==> config.mk <==
export PLATFORM = sky130hd
export DESIGN_NAME = sample_pwm_out
export DESIGN_NICKNAME = d
export VERILOG_FILES = /design/src/rtl/sample_pwm_out.sv
export SDC_FILE = /design/constraint.sdc
export NUM_CORES = 1
export LEC_CHECK = 0
export BUFFER_PORTS_ARGS = -buffer_cell sky130_fd_sc_hd__buf_2
export CORE_ASPECT_RATIO = 0.75
export CORE_MARGIN = 2
export CORE_UTILIZATION = 35
export DETAILED_ROUTE_END_ITERATION = 8
export PLACE_DENSITY = 0.58
export SYNTH_ARGS = -nofsm -noshare
export SYNTH_HDL_FRONTEND = slang
export SYNTH_SLANG_ARGS = --single-unit
==> constraint.sdc <==
create_clock -name clk -period 4 [get_ports clk]
set_clock_uncertainty 0.15 [all_clocks]
set_input_delay 0.4 -clock clk [delete_from_list [all_inputs] [get_ports clk]]
set_output_delay 0.4 -clock clk [all_outputs]
set_load 0.05 [all_outputs]
==> src/rtl/sample_pwm_out.sv <==
// sample_pwm_out: audio output stage fed by the mixer.
// A small FIFO buffers mixed samples; each sample_now strobe pops one sample
// into the duty register, and a free-running PWM counter renders it as a
// pulse-width-modulated output whose period matches the sample period.
// An underrun pulse flags a strobe that found the FIFO empty.
// Build option: define UNDERRUN_MUTE_EN to load midscale (silence) into the
// duty register on underrun; otherwise the last played sample is held.
module sample_pwm_out #(
    parameter int WIDTH = 8,
    parameter int DEPTH = 4
) (
    input  logic                     clk,
    input  logic                     n_rst,
    input  logic                     i_sample_now,
    input  logic [WIDTH-1:0]         i_in_data,
    input  logic                     i_in_valid,
    output logic                     o_in_ready,
    output logic                     o_pwm_out,
    output logic                     o_underrun,
    output logic [$clog2(DEPTH):0]   o_fifo_count
);

    localparam int PTR_W = $clog2(DEPTH);
    localparam int CNT_W = PTR_W + 1;
    localparam logic [WIDTH-1:0] MIDSCALE   = {1'b1, {(WIDTH-1){1'b0}}};
    localparam logic [CNT_W-1:0] FULL_COUNT = CNT_W'(DEPTH);

    // FIFO storage and bookkeeping
    logic [WIDTH-1:0] r_mem [DEPTH];
    logic [PTR_W-1:0] r_wr_ptr;
    logic [PTR_W-1:0] r_rd_ptr;
    logic [CNT_W-1:0] r_count;

    // Playback state
    logic [WIDTH-1:0] r_duty;
    logic [WIDTH-1:0] r_pwm_cnt;
    logic             r_pwm_out;
    logic             r_underrun;

    // Combinational control
    logic             w_in_ready;
    logic             w_push;
    logic             w_pop;
    logic             w_underrun;
    logic [CNT_W-1:0] w_count_nxt;
    logic [WIDTH-1:0] w_duty_nxt;
    logic [WIDTH-1:0] w_pwm_cnt_nxt;

    assign w_in_ready = (r_count < FULL_COUNT);
    assign w_push     = i_in_valid && w_in_ready;
    // A strobe on an empty FIFO never pops, even if a push lands in the same
    // cycle: the pushed sample waits for the next strobe.
    assign w_pop      = i_sample_now && (r_count != {CNT_W{1'b0}});
    assign w_underrun = i_sample_now && (r_count == {CNT_W{1'b0}});

    // Occupancy update: simultaneous push and pop leave the count unchanged.
    always_comb begin
        w_count_nxt = r_count;
        if (w_push && !w_pop) begin
            w_count_nxt = r_count + CNT_W'(1);
        end else if (w_pop && !w_push) begin
            w_count_nxt = r_count - CNT_W'(1);
        end else begin
            w_count_nxt = r_count;
        end
    end

    // Duty selection: new sample on pop, underrun policy on an empty strobe.
    always_comb begin
        w_duty_nxt = r_duty;
        if (w_pop) begin
            w_duty_nxt = r_mem[r_rd_ptr];
        end else if (w_underrun) begin
`ifdef UNDERRUN_MUTE_EN
            w_duty_nxt = MIDSCALE;
`else
            w_duty_nxt = r_duty;
`endif
        end else begin
            w_duty_nxt = r_duty;
        end
    end

    // PWM counter restarts after every strobe so each sample starts a fresh period.
    always_comb begin
        w_pwm_cnt_nxt = r_pwm_cnt + WIDTH'(1);
        if (i_sample_now) begin
            w_pwm_cnt_nxt = {WIDTH{1'b0}};
        end else begin
            w_pwm_cnt_nxt = r_pwm_cnt + WIDTH'(1);
        end
    end

    // FIFO storage write; contents are cleared on reset so stale audio never replays.
    always_ff @(posedge clk or negedge n_rst) begin
        if (!n_rst) begin
            for (int i = 0; i < DEPTH; i++) begin
                r_mem[i] <= {WIDTH{1'b0}};
            end
        end else if (w_push) begin
            r_mem[r_wr_ptr] <= i_in_data;
        end else begin
            r_mem[r_wr_ptr] <= r_mem[r_wr_ptr];
        end
    end

    // FIFO pointers and occupancy; pointers wrap naturally at DEPTH (power of two).
    always_ff @(posedge clk or negedge n_rst) begin
        if (!n_rst) begin
            r_wr_ptr <= {PTR_W{1'b0}};
            r_rd_ptr <= {PTR_W{1'b0}};
            r_count  <= {CNT_W{1'b0}};
        end else begin
            if (w_push) begin
                r_wr_ptr <= r_wr_ptr + PTR_W'(1);
            end
            if (w_pop) begin
                r_rd_ptr <= r_rd_ptr + PTR_W'(1);
            end
            r_count <= w_count_nxt;
        end
    end

    // Playback registers: duty, PWM counter, PWM output and underrun pulse.
    always_ff @(posedge clk or negedge n_rst) begin
        if (!n_rst) begin
            r_duty     <= MIDSCALE;
            r_pwm_cnt  <= {WIDTH{1'b0}};
            r_pwm_out  <= 1'b0;
            r_underrun <= 1'b0;
        end else begin
            r_duty     <= w_duty_nxt;
            r_pwm_cnt  <= w_pwm_cnt_nxt;
            r_pwm_out  <= (r_pwm_cnt < r_duty);
            r_underrun <= w_underrun;
        end
    end

    assign o_in_ready   = w_in_ready;
    assign o_pwm_out    = r_pwm_out;
    assign o_underrun   = r_underrun;
    assign o_fifo_count = r_count;

endmodule

=== After elaboration in Yosys (flattened, before gate mapping) ===
Cells that the tools add are included.

* Bitwise logic cells: 2
* $mul: 0
* Equality and inequality tests: 0
* Divide/modulo/power cells: 0
* Add/subtract/negate cells: 5
* Shifts and indexed selects: 0
* Reduce and logical (&&, ||, !) cells: 11
* Magnitude comparators: 5
* Multiplexer cells: 14

{| class="wikitable"
|+ Operators with widths
! cell !! count
|-
| bitwise mux 32 bit || 2
|-
| 2-to-1 mux 8 bit || 6
|-
| binary-select mux 8 bit (select 2 bit) || 2
|-
| 2-to-1 mux 32 bit || 1
|-
| demux 8 bit (select 2 bit) || 1
|-
| adder 8 x 1 -> 8 bit, second input constant || 1
|-
| < comparator 8 bit || 1
|-
| greater-or-equal comparator 3 bit, second input constant || 2
|-
| logical AND 1 bit || 6
|-
| 2-to-1 mux 3 bit || 2
|-
| NOT 2 -> 3 bit || 2
|-
| adder 2 x 1 -> 2 bit, second input constant || 2
|-
| adder 3 x 1 -> 3 bit, second input constant || 1
|-
| logical NOT 3 bit || 1
|-
| < comparator 3 x 1 -> 1 bit, second input constant || 1
|-
| < comparator 3 bit, second input constant || 1
|-
| nonzero test 3 bit || 1
|-
| subtractor 3 x 1 -> 3 bit, second input constant || 1
|-
| logical NOT 1 bit || 2
|-
| nonzero test 2 bit || 1
|}

* Bits of input ports: 12
* Bits in latches: 0
* Memories kept: 0
* Output and inout port bits: 6
* Word-level logic and storage cells: 48
* ROM bits: 0
* Register bits: 57
* Bits in writable memories: 0

=== Logic depth before layout (Yosys ltp) ===
* Word-level depth: 7
* Gate-level depth with buffers: 9
* Gate-level depth less buffers: 7

=== Worst setup path after synthesis ===
Ideal clock, no wire load.

* Path kind: register to register
* Start: register r_count[0], in the netlist o_fifo_count[0]
* End: register r_count[2], in the netlist o_fifo_count[2]
* Clock period less this slack: 2.430 ns
* Arrival: 2.141 ns
* Data required time: 3.711 ns
* Cell stages (with the launch flop): 9
* Library setup time: 0.139 ns
* Path slack: 1.570 ns
* Path buffers: 1
* Cell sequence: dfrtp_1 o31ai_1 buf_2 ha_1 inv_1 fa_1 xor2_1 nor2_1 xnor2_1

* Word-level cells in the longest chain between the ends: 5
* Elaborated cells between the ends (all ways): 13
* Classes of those cells: add/sub (2); order compare (1); mux (2); reduce/logical (8)

{| class="wikitable"
|+ RTL lines
! what !! line !! source
|-
| start: declaration || 32 || <nowiki>logic [CNT_W-1:0] r_count;</nowiki>
|-
| start signal: assignment || 112 || <nowiki>r_count <= {CNT_W{1'b0}};</nowiki>
|-
| start signal: assignment || 120 || <nowiki>r_count <= w_count_nxt;</nowiki>
|-
| < comparator 3 bit / nonzero test 3 bit (equally long branches) || 49, 53 ||
|-
| logical AND 1 bit, on equally long branches || 50, 53 ||
|-
| logical NOT 1 bit, on equally long branches || 61, 59 ||
|-
| logical AND 1 bit, on equally long branches || 61, 59 ||
|-
| nonzero test 2 bit (no line) / 2-to-1 mux 3 bit (equally long branches) || -- ||
|}

Parallel ways exist; a longest one is shown, timed or not. The select of a mux whose other input is x is not followed.
A chain may end at the register's enable or synchronous reset.

=== Worst setup path after layout ===
* Start: register r_wr_ptr[0]
* End: register r_mem[23] (netlist name)

* Word-level cells in the longest chain between the ends: 7
* Elaborated cells between the ends (all ways): 12
* Classes of those cells: order compare (2); mux (8); bitwise (1); reduce/logical (1)

{| class="wikitable"
|+ RTL lines
! what !! line !! source
|-
| start: declaration || 30 || <nowiki>logic [PTR_W-1:0] r_wr_ptr;</nowiki>
|-
| start signal: assignment || 110 || <nowiki>r_wr_ptr <= {PTR_W{1'b0}};</nowiki>
|-
| start signal: assignment || 115 || <nowiki>r_wr_ptr <= r_wr_ptr + PTR_W'(1);</nowiki>
|-
| NOT 2 -> 3 bit (implied by the code) (*) || 101, 103 ||
|-
| greater-or-equal comparator 3 bit (implied by the code) / < comparator 3 x 1 -> 1 bit (equally long branches) || 101, 103 ||
|-
| logical AND 1 bit (implied by the code) || 101, 103 ||
|-
| 2-to-1 mux 8 bit (implied by the code) || 101, 103 ||
|-
| demux 8 bit (select 2 bit) || 101, 103 ||
|-
| bitwise mux 32 bit, on equally long branches || 103, 101 ||
|-
| 2-to-1 mux 32 bit (*) || 100 || <nowiki>end else if (w_push) begin</nowiki>
|-
| end signal: indexed assignment || 98 || <nowiki>r_mem[i] <= {WIDTH{1'b0}};</nowiki>
|-
| end signal: indexed assignment || 101 || <nowiki>r_mem[r_wr_ptr] <= i_in_data;</nowiki>
|-
| end signal: indexed assignment || 103 || <nowiki>r_mem[r_wr_ptr] <= r_mem[r_wr_ptr];</nowiki>
|-
| end: declaration || 29 || <nowiki>logic [WIDTH-1:0] r_mem [DEPTH];</nowiki>
|}

Every way passes the cells marked *; elsewhere a longest branch is shown, timed or not. The select of a mux whose other input is x is not followed.

==> impl_metrics.toml <==
[sta]
tightest_slew_ns = 0.7362
hold_viol_final = 0
finalSetupTns_ns = 0
holdWs_ns = 0.06371
max_slew_margin_pct = 50.92
rsz0062_at_grt = "false"
fin_ws_ns = 1.694
period_share_pct = 57.64
layout_min_cycle_time_ns = 2.306
finalMaxSlewViolations = 0
setup_violations = 0
fmax_mhz = 433.7

[floorplanning]
die_y_um = 84.95
die_w_um = 111.9
die-area_um2 = 9508
core_um2 = 8454
ios = 18
num_rows = 29
start_util_pct = 36.17

[job]
drv_cap = 0

[synth]
netlist_instances = 235
synth_flop_cell = "dfrtp_1"
syn_area_um2 = 3058
synth.area.top_cells = "dfrtp_1 46%, mux2_2 12%, mux4_2 5.9%"
ys_types = 34
synth_top_area_share_pct = 45.83
synth-seq-cells = 57
synth_area_leader_cell = "dfrtp_1"
synth_common_cells = "56 x dfrtp_1, 32 x mux2_2, 21 x nor2_1, 17 x inv_1"
avgSynthCellArea_um2 = 13.01
post-synth-top-count-cell = "dfrtp_1"
synth_warnings = 0
synthArstFlopShare_pct = 100.0
synth_edf_count = 0
synth_nets = 261
seq_area_frac_synth_pct = 46.69

[power]
power_mw = 3.251
p_per_area_nw_per_um2 = 919.5
cellLeakagePower_nw = 1.546
peakVddDrop_uv = 506.4

[cts]
post-cts-setup-buffers = 0
cts_hold_buffers = 0
cts_resized = 0
htree_levels = 3
cts_tree = "done"
clkTransAtPathRegs_ns = 0.05
numCtsBuffers = 9
cts_buffer_depth = 2
worstSkewPairLatency_ns = 0.32
cts-root-buf = "clkbuf_16"
cts.sinks = 57

[global_routing]
grt_pass1_vias = 1968
grt_max_degree = 58
antenna_found_initial = 0
grt_usage_pct = 13.99
grt_pass1_wl_um = 10340
grt_overflow = 0

[routing]
dr_total_vias = 1820
drt_iter0_drc = 63
drt_pass1_iterations = 4
drc = 0
viasPerCell = 4.959
ant_nets = 0
post_drt_wl_per_cell_um = 15.84
drt_wl_total_um = 5813

[setup_path]
crit_type = "flip-flop to flip-flop"
worstPathRequired_ns = 4.05
crit_arrival_ns = 2.36
path_max_fanout = 16
cp-start-kind = "flip-flop"
endpoint_kind = "flip-flop"

[layout]
layout-drive-gt1-share_pct = 35.52
nNetsFinal = 280
n_fill_cell = 801
final_cell_area_um2 = 3536
areaGrowthSynthToFinish_pct = 15.63
n_antenna_cell = 0
stdcell_count = 367
final_util_pct = 41.82

[status]
status = "completed"

[min_path]
hold_path_class = "input pin to asynchronous set/reset pin"

[placement]
place_area_um2 = 3227
gp_congestion = 0.7900
place_ws_ns = 1.686
placed_cells = 351
dp_hpwl_um = 3970
io_buffers = 17
[worst max-delay path, cell delays in order (launching register included)]
cell,delay (ns)
dfrtp_1,0.81
buf_4,0.33
and2b_1,0.23
a2111oi_4,0.29
a221oi_2,0.09
mux2_2,0.29
[routing by layer]
metal | routed length, µm | vias to the layer above | track usage, %
met1 | 2983 | 909 | 19.48
li1 | - | 878 | -
met2 | 2581 | 26 | 20.99
met5 | 0 | - | 0
met3 | 179 | 7 | 4.571
met4 | 68 | 0 | 4.324
[state kept, by name (all words and copies together), names as in the netlist]
signal / cells
o_pwm_out: 1
r_rd_ptr: 2
r_mem: 32
r_wr_ptr: 2
r_pwm_cnt: 8
r_duty: 8
o_fifo_count: 3
o_underrun: 1
[report_power, final]
part / internal (mW) / switching [mW] / leakage [nW]
registers: 0.839 / 0.299 / 0.662
logic: 0.701 / 0.638 / 0.731
clock network: 0.531 / 0.243 / 0.153
total: 2.07 / 1.18 / 1.55
[worst paths after layout]
kind | startpoint | end | slack [ns] | depth (start not counted)
max | r_wr_ptr[0] | r_mem[23] | 1.69 | 5
min | n_rst | r_pwm_cnt[5] | 0.06 | 2
max reg2reg | r_wr_ptr[0] | r_mem[23] | 1.69 | 5
min reg2reg | r_pwm_cnt[0] | r_pwm_cnt[0] | 0.32 | 1
max in group asynchronous | n_rst | r_mem[1] | 3.17 | 2
min in group clk | i_sample_now | r_pwm_cnt[6] | 0.24 | 2
[cells in the final DEF, fill, tap and decap left out, types with 6 or more instances in the layout]
cell type	n
mux2i_1	8
clkbuf_16	9
xor2_1	6
nor2_1	21
buf_2	17
inv_1	17
dfrtp_1	56
a221oi_2	8
mux2_2	32
mux4_2	8
a21oi_1	13
ha_1	13
xnor2_1	6
[logic make-up (layout without fill, tap and decap cells)]
logic type | after synthesis | in the layout | share of synthesized area [%]
adder cells (fa/ha/maj) | 14 | 14 | 5.974
AND/OR/NAND/NOR | 40 | 40 | 6.547
AO/OA/AOI/OAI | 34 | 34 | 12.07
flip-flops | 57 | 57 | 46.69
buffers and inverters | 30 | 54 | 4.992
multiplexers | 48 | 48 | 20.29
XOR/XNOR | 12 | 12 | 3.437
[final cells by class]
type                       count  area, µm²  share of cell area (%)
inverter                      17      63.81                   1.805
tap                          108      135.1                   3.822
clock buffer                  14      274.0                   7.749
clock inverter                 2      35.03                  0.9908
multi-input combinational    148       1485                   42.00
timing repair buffer          21      115.1                   3.255
sequential                    57       1428                   40.38
Power figures use the tool's default switching activity.
